`src/rtl/calc_pkg.sv`:
```
// ============================================================================
// Module      : calc_pkg
// Description : Shared definitions for the calculator multiply/divide
//               sequencer: FSM state encodings, opcode constants and the
//               default data width.
// Ports       : none (package)
// Revision    : 1.0 - initial release
// ============================================================================
`default_nettype none

package calc_pkg;

   // Default operand/result width.
   localparam int W_DEFAULT = 11;

   // Opcodes presented on Op together with Start.
   localparam logic OP_MUL = 1'b0;
   localparam logic OP_DIV = 1'b1;

   // Sequencer states; the numeric codes are visible on the State port.
   typedef enum logic [2:0] {
      IDLE = 3'd0,
      LOAD = 3'd1,
      MUL  = 3'd2,
      DIV  = 3'd3,
      SIGN = 3'd4,
      DONE = 3'd5
   } state_e;

endpackage : calc_pkg

`default_nettype wire

```
`src/rtl/calc_mag_split.sv`:
```
// ============================================================================
// Module      : calc_mag_split
// Description : Splits a signed two's-complement value into its sign bit and
//               an unsigned magnitude of the same width. The most negative
//               value maps to magnitude 2^(W-1), which still fits unsigned.
// Ports       : value - signed input value (W bits)
//               sign  - sign bit of value
//               mag   - unsigned magnitude |value| (W bits)
// Revision    : 1.0 - initial release
// ============================================================================
`default_nettype none

module calc_mag_split
   import calc_pkg::*;
#(
   parameter int W = W_DEFAULT
) (
   input  logic [W-1:0] value,
   output logic         sign,
   output logic [W-1:0] mag
);

   always_comb begin
      sign = value[W-1];
      mag  = value[W-1] ? (~value + W'(1)) : value;
   end

endmodule : calc_mag_split

`default_nettype wire

```
`src/rtl/calc_muldiv_sequencer.sv`:
```
// ============================================================================
// Module      : calc_muldiv_sequencer
// Description : Multi-cycle signed multiply / divide sequencer. Operands are
//               reduced to magnitudes, processed by a W-step shift-add
//               multiplier or restoring divider, and the sign is re-applied
//               at the end together with overflow / divide-by-zero flags.
// Ports       : Clock     - system clock, rising edge
//               Clear     - asynchronous active-high reset
//               Start     - request, honoured only in IDLE
//               Op        - 0 multiply, 1 divide (latched with Start)
//               A, B      - signed operands (latched with Start)
//               Busy      - high whenever State != IDLE
//               Done      - one-cycle completion pulse
//               Result    - signed result, held between operations
//               Overflow  - result not representable in W bits
//               DivByZero - divide with B == 0
//               State     - current FSM state code
// Revision    : 1.0 - initial release
// ============================================================================
`default_nettype none

module calc_muldiv_sequencer
   import calc_pkg::*;
#(
   parameter int W     = W_DEFAULT,
   parameter int CNT_W = 4
) (
   input  logic         Clock,
   input  logic         Clear,
   input  logic         Start,
   input  logic         Op,
   input  logic [W-1:0] A,
   input  logic [W-1:0] B,
   output logic         Busy,
   output logic         Done,
   output logic [W-1:0] Result,
   output logic         Overflow,
   output logic         DivByZero,
   output logic [2:0]   State
);

   // Largest magnitudes representable as positive / negative W-bit results.
   localparam logic [2*W-1:0] POS_MAX = (2*W)'((1 << (W-1)) - 1);
   localparam logic [2*W-1:0] NEG_MAX = (2*W)'(1 << (W-1));

   // ------------------------------------------------------------------------
   // Operand magnitude extraction
   // ------------------------------------------------------------------------
   logic         a_sign;
   logic         b_sign;
   logic [W-1:0] a_mag;
   logic [W-1:0] b_mag;

   calc_mag_split #(.W(W)) u_split_a (
      .value (A),
      .sign  (a_sign),
      .mag   (a_mag)
   );

   calc_mag_split #(.W(W)) u_split_b (
      .value (B),
      .sign  (b_sign),
      .mag   (b_mag)
   );

   // ------------------------------------------------------------------------
   // State and datapath registers
   // ------------------------------------------------------------------------
   state_e             state_q,  state_d;
   logic               op_q,     op_d;
   logic               sgn_q,    sgn_d;
   logic               dz_q,     dz_d;
   logic [W-1:0]       a_mag_q,  a_mag_d;
   logic [W-1:0]       b_mag_q,  b_mag_d;
   // acc holds the running upper product half (multiply) or the partial
   // remainder (divide); mq holds the multiplier / quotient bits.
   logic [W:0]         acc_q,    acc_d;
   logic [W-1:0]       mq_q,     mq_d;
   logic [CNT_W-1:0]   cnt_q,    cnt_d;
   logic [W-1:0]       result_q, result_d;
   logic               ovf_q,    ovf_d;
   logic               dbz_q,    dbz_d;
   logic               busy_q,   busy_d;
   logic               done_q,   done_d;

   // ------------------------------------------------------------------------
   // Datapath step logic
   // ------------------------------------------------------------------------
   logic [W:0]         mul_sum;
   logic [W:0]         div_shift;
   logic [W+1:0]       div_diff;
   logic               div_ge;
   logic [2*W-1:0]     mag;
   logic               mag_ovf;

   always_comb begin
      // Shift-add: conditionally add the multiplicand, then shift right.
      mul_sum   = acc_q + {1'b0, a_mag_q};

      // Restoring divide: bring the next dividend bit into the remainder and
      // trial-subtract the divisor; one extra bit catches the borrow.
      div_shift = {acc_q[W-1:0], mq_q[W-1]};
      div_diff  = {1'b0, div_shift} - {2'b00, b_mag_q};
      div_ge    = ~div_diff[W+1];

      mag       = (op_q == OP_DIV) ? {{W{1'b0}}, mq_q} : {acc_q[W-1:0], mq_q};
      mag_ovf   = sgn_q ? (mag > NEG_MAX) : (mag > POS_MAX);
   end

   // ------------------------------------------------------------------------
   // Next-state logic
   // ------------------------------------------------------------------------
   always_comb begin
      state_d  = state_q;
      op_d     = op_q;
      sgn_d    = sgn_q;
      dz_d     = dz_q;
      a_mag_d  = a_mag_q;
      b_mag_d  = b_mag_q;
      acc_d    = acc_q;
      mq_d     = mq_q;
      cnt_d    = cnt_q;
      result_d = result_q;
      ovf_d    = ovf_q;
      dbz_d    = dbz_q;

      case (state_q)
         IDLE: begin
            if (Start) begin
               op_d    = Op;
               a_mag_d = a_mag;
               b_mag_d = b_mag;
               sgn_d   = a_sign ^ b_sign;
               dz_d    = 1'b0;
               state_d = LOAD;
            end
         end

         LOAD: begin
            cnt_d = CNT_W'(W - 1);
            acc_d = '0;
            // Multiply consumes the multiplier from mq; divide shifts the
            // dividend out of mq while the quotient shifts in behind it.
            mq_d  = (op_q == OP_DIV) ? a_mag_q : b_mag_q;
            if (op_q == OP_MUL) begin
               state_d = MUL;
            end else if (b_mag_q == '0) begin
               dz_d    = 1'b1;
               state_d = SIGN;
            end else begin
               state_d = DIV;
            end
         end

         MUL: begin
            {acc_d, mq_d} = {(mq_q[0] ? mul_sum : acc_q), mq_q} >> 1;
            if (cnt_q == '0) begin
               state_d = SIGN;
            end else begin
               cnt_d = cnt_q - CNT_W'(1);
            end
         end

         DIV: begin
            acc_d = div_ge ? div_diff[W:0] : div_shift;
            mq_d  = {mq_q[W-2:0], div_ge};
            if (cnt_q == '0) begin
               state_d = SIGN;
            end else begin
               cnt_d = cnt_q - CNT_W'(1);
            end
         end

         SIGN: begin
            dbz_d = dz_q;
            if (dz_q) begin
               result_d = '0;
               ovf_d    = 1'b0;
            end else begin
               ovf_d    = mag_ovf;
               // Two's-complement negation of zero stays zero, so a zero
               // magnitude never produces a negative result.
               result_d = sgn_q ? (~mag[W-1:0] + W'(1)) : mag[W-1:0];
            end
            state_d = DONE;
         end

         DONE: begin
            state_d = IDLE;
         end

         default: begin
            state_d = IDLE;
         end
      endcase

      // Status outputs are registered from the next state so they line up
      // with the State register.
      busy_d = (state_d != IDLE);
      done_d = (state_d == DONE);
   end

   // ------------------------------------------------------------------------
   // Registers
   // ------------------------------------------------------------------------
   always_ff @(posedge Clock or posedge Clear) begin
      if (Clear) begin
         state_q  <= IDLE;
         op_q     <= 1'b0;
         sgn_q    <= 1'b0;
         dz_q     <= 1'b0;
         a_mag_q  <= '0;
         b_mag_q  <= '0;
         acc_q    <= '0;
         mq_q     <= '0;
         cnt_q    <= '0;
         result_q <= '0;
         ovf_q    <= 1'b0;
         dbz_q    <= 1'b0;
         busy_q   <= 1'b0;
         done_q   <= 1'b0;
      end else begin
         state_q  <= state_d;
         op_q     <= op_d;
         sgn_q    <= sgn_d;
         dz_q     <= dz_d;
         a_mag_q  <= a_mag_d;
         b_mag_q  <= b_mag_d;
         acc_q    <= acc_d;
         mq_q     <= mq_d;
         cnt_q    <= cnt_d;
         result_q <= result_d;
         ovf_q    <= ovf_d;
         dbz_q    <= dbz_d;
         busy_q   <= busy_d;
         done_q   <= done_d;
      end
   end

   assign Busy      = busy_q;
   assign Done      = done_q;
   assign Result    = result_q;
   assign Overflow  = ovf_q;
   assign DivByZero = dbz_q;
   assign State     = state_q;

endmodule : calc_muldiv_sequencer

`default_nettype wire
```
`config.mk`:
```
export PLATFORM = sky130hd
export DESIGN_NAME = calc_muldiv_sequencer
export DESIGN_NICKNAME = d
export VERILOG_FILES = /design/src/rtl/calc_pkg.sv /design/src/rtl/calc_mag_split.sv /design/src/rtl/calc_muldiv_sequencer.sv
export SDC_FILE = /design/constraint.sdc
export NUM_CORES = 1
export LEC_CHECK = 0
export BUFFER_PORTS_ARGS = -buffer_cell sky130_fd_sc_hd__buf_2
export CORE_MARGIN = 2
export CORE_UTILIZATION = 65
export DETAILED_ROUTE_END_ITERATION = 8
export HOLD_SLACK_MARGIN = 0.05
export PLACE_DENSITY = 0.86
export RECOVER_POWER = 100
export SETUP_SLACK_MARGIN = 0.05
export SYNTH_ARGS = -nofsm -noshare
export SYNTH_HDL_FRONTEND = slang
export SYNTH_SLANG_ARGS = --single-unit
```
`constraint.sdc`:
```
create_clock -name Clock -period 4.05 [get_ports Clock]
set_input_delay 0.405 -clock Clock [delete_from_list [all_inputs] [get_ports Clock]]
set_output_delay 0.405 -clock Clock [all_outputs]
set_load 0.1 [all_outputs]
```
==> impl_results.md <==
- Die width: 91.3 µm
- GRT Total Usage: 33.0%
- RSZ-0062 raised after global routing: no
- Min-Delay Path Depth: 3
- Gates resized, CTS repair: 0
- Layout cells sized above 1: 8.19%
- Asr flop ratio synth: 100%
- Final setup fails: 0
- Crit path max-delay cell type: clkbuf_1
- Number of global-route vias before repair: 4382
- Worst endpoint data arrival time: 2.91 ns
- Cts bufs inserted: 9
- Hold_buf cts: 0
- CP max stage delay: 1.50 ns
- Outcome: finished, violations left
- Startpoint Class: primary input
- Worst setup EP type: async pin
- H-tree Lvls: 3
- Number of setup buffers added after CTS: 0
- Max Clk Rate: 0.352 GHz
- Final slew viol count: 37
- Max-Cap Viols: 1
- Worst reg2reg setup slack: 1.25 ns
- Xor/xnor share of the synthesized area: 7.25%
- Post-synth EDFFs: 0
- Total wire length after detailed routing: 13.3 mm
- Synth Area in Compound Gates: 22.9%
- Worst Path Max Fanout: 36
- Sink Count: 70
- Synthesis-stage register bit count: 70
- Initial antenna violation count: 0
- Final setup TNS: 0 ns
- Max-slew headroom: -32.3%
- NumNets Final: 674
- Diode count: 0
- Clock Path Buffers: 2
- Initial drt markers: 266
- Antenna-violating nets left: 0
- Worst Skew: 0.0121 ns
- Die area: 8340 µm²
- Hold_sp: Op
- Mapped Cells: 589
- Seq/Total Area, Yosys: 35.3%
- Net Count, Synth: 644
- Largest net degree at the start of global routing: 48
- DRC: 0
- Mux share of post-synthesis cell area: 4.77%
- Post-DP HPWL: 9.81 mm
- Failing checks: max-capacitance violations, max-slew violations
- Critical setup path kind: primary input to async pin
- Wirelength per Cell: 18.5 µm
- Largest family of logic cells by synthesized area: compound AO/OA/AOI/OAI gates
- Avg Inst Size Synth: 8.41 µm²
- Post-synth top flop: dfrtp_1
- Final Hold Fails: 0
- WHS Endpoint: op_q
- R2R depth: 9
- Die height: 91.3 µm
- Area grow syn2layout: 9.47%
- Crit path max-delay family: buffers and inverters
- First-pass GRT wire length: 21.7 mm
- GRT Residual Overflow: 0
- Vias: 4705
- Input/output buffers: 43
- Ys Warns: 0
- CTS tree: yes
- Post-Synth Adder-Cell Area: 7.62%
- Core Box Area: 7330 µm²
- I/O pins: 44
- DR vias/cell: 6.52
- Gp weighted congestion: 0.961
- Worst EP required: 4.11 ns
- Worst r2r src: mq_q[10]
- CP bufs+invs: 3
- Post-synthesis cell area: 4960 µm²
- Crit share post-route: 70.1%
- Crit-path cells: buf_2, inv_1, clkbuf_1
- First-pass iteration count of the detailed router: 5
- Tightest Pin Transition: 1.98 ns
- Root Driver: clkbuf_8
- Hold crit path type: primary input to flop
- Clk_lat worst skew: 0.35 ns
- Period minus WS final: 2.84 ns
- Synth Area in Simple Gates: 17.8%
- Synth cell types: 57
- FP Rows: 31
- Worst r2r dst: acc_q[1]
- Starting Density: 67.6%
- Reg clk slew, reported paths: 0.07 ns
==> flip-flops by register name, indices dropped and copies added (netlist names) <==
register   cells
acc_q         12
Result        11
a_mag_q       11
b_mag_q       11
mq_q          11
cnt_q          4
State          3
Busy           1
DivByZero      1
Done           1
Overflow       1
dz_q           1
op_q           1
sgn_q          1
==> worst reg2reg max path: cells and delay by family (launching register included) <==
kind	cells	cell delay (ns)
buffers and inverters	1	0.10
DFF	1	0.37
adders and majority gates	2	0.61
muxes	1	0.14
and+or+nand+nor	1	0.19
AOI/OAI and AO/OA	4	1.26
==> placed cells by master, fill, tap and decap left out, types with 11 or more instances in the layout <==
cell / netlist / routed
dfrtp_1: 70 / 70
nand2_1: 65 / 65
o21ai_0: 59 / 60
nor2_1: 55 / 55
a21oi_1: 46 / 46
inv_1: 27 / 27
ha_1: 27 / 27
buf_2: 3 / 25
xor2_1: 22 / 22
xnor2_1: 19 / 19
clkbuf_1: 23 / 19
mux2i_1: 18 / 18
nor3_1: 14 / 15
nand2b_1: 11 / 11
a21o_1: 11 / 11
==> worst max path at each step <==
stage | startpoint | to | slack (ns) | depth (start not counted)
3_3_place_gp | mq_q[10] | acc_q[1] | 1.37 | 9
4_1_cts | mq_q[10] | acc_q[1] | 1.28 | 9
6_report | Clear | acc_q[10] | 1.21 | 3
2_1_floorplan | mq_q[10] | acc_q[1] | 1.64 | 10
5_1_grt | Clear | acc_q[7] | 0.58 | 3
3_5_place_dp | mq_q[10] | acc_q[1] | 1.31 | 9
==> cell families after synthesis <==
family | Yosys count
buf+inv | 55
fa+ha+maj | 29
flops | 70
simple gates | 189
compound gates | 182
mux | 23
xor+xnor | 41
==> synthesized netlist by cell type, drive strengths merged (3+ instances only) <==
library cell	number	area, µm²
nand3	6	30.0
or3	7	48.8
nor3	15	80.1
o22ai	3	18.8
o21ai	60	300
mux2	5	56.3
nand2	65	244
o41ai	3	26.3
clkbuf	23	86.3
ha	27	338
a211oi	10	75.1
nor3b	3	22.5
nor2b	8	50.1
a22oi	3	22.5
inv	27	101
nand2b	11	68.8
or4	3	26.3
mux2i	18	180
nor2	55	206
xnor2	19	166
o221ai	5	43.8
nor4	6	37.5
or2	3	18.8
o211ai	10	75.1
o31ai	9	67.6
dfrtp	70	1750
a21o	11	82.6
a21oi	46	230
xor2	22	193
buf	4	18.8
o21a	3	22.5
==> metrics by stage <==
stage                     utilization (%)  area, µm²  std cells  hold slack [ns]  setup WS, ns
after global placement               71.2       5220        707            0.457          1.37
after detailed placement             71.2       5220        707            0.466          1.31
final                                74.0       5430        722            0.295          1.21
after CTS                            74.5       5460        722            0.181          1.28
after floorplan                         -       4960        589            0.470          1.64
after global routing                 74.0       5430        722            0.294         0.579
==> area by class of cell <==
type	count	area, µm²
clock inverters	5	106
fillers	552	1910
inverters	28	105
repair buffers	46	211
well taps	99	124
multi-input cells	464	2990
flip-flops and latches	70	1750
clock buffers	10	138
==> metal layers <==
| metal | GRT usage (%) | vias to the layer above | share of wire, % |
|---|---|---|---|
| met5 | 0 | - | 0 |
| met2 | 53.3 | 246 | 46 |
| met1 | 43.5 | 2232 | 42 |
| met4 | 15.5 | 0 | 4.1 |
| li1 | - | 2177 | - |
| met3 | 5.56 | 50 | 7.6 |
Power is not shown: default switching activity piles up to over one toggle a cycle in this logic, so the estimate is an artifact.
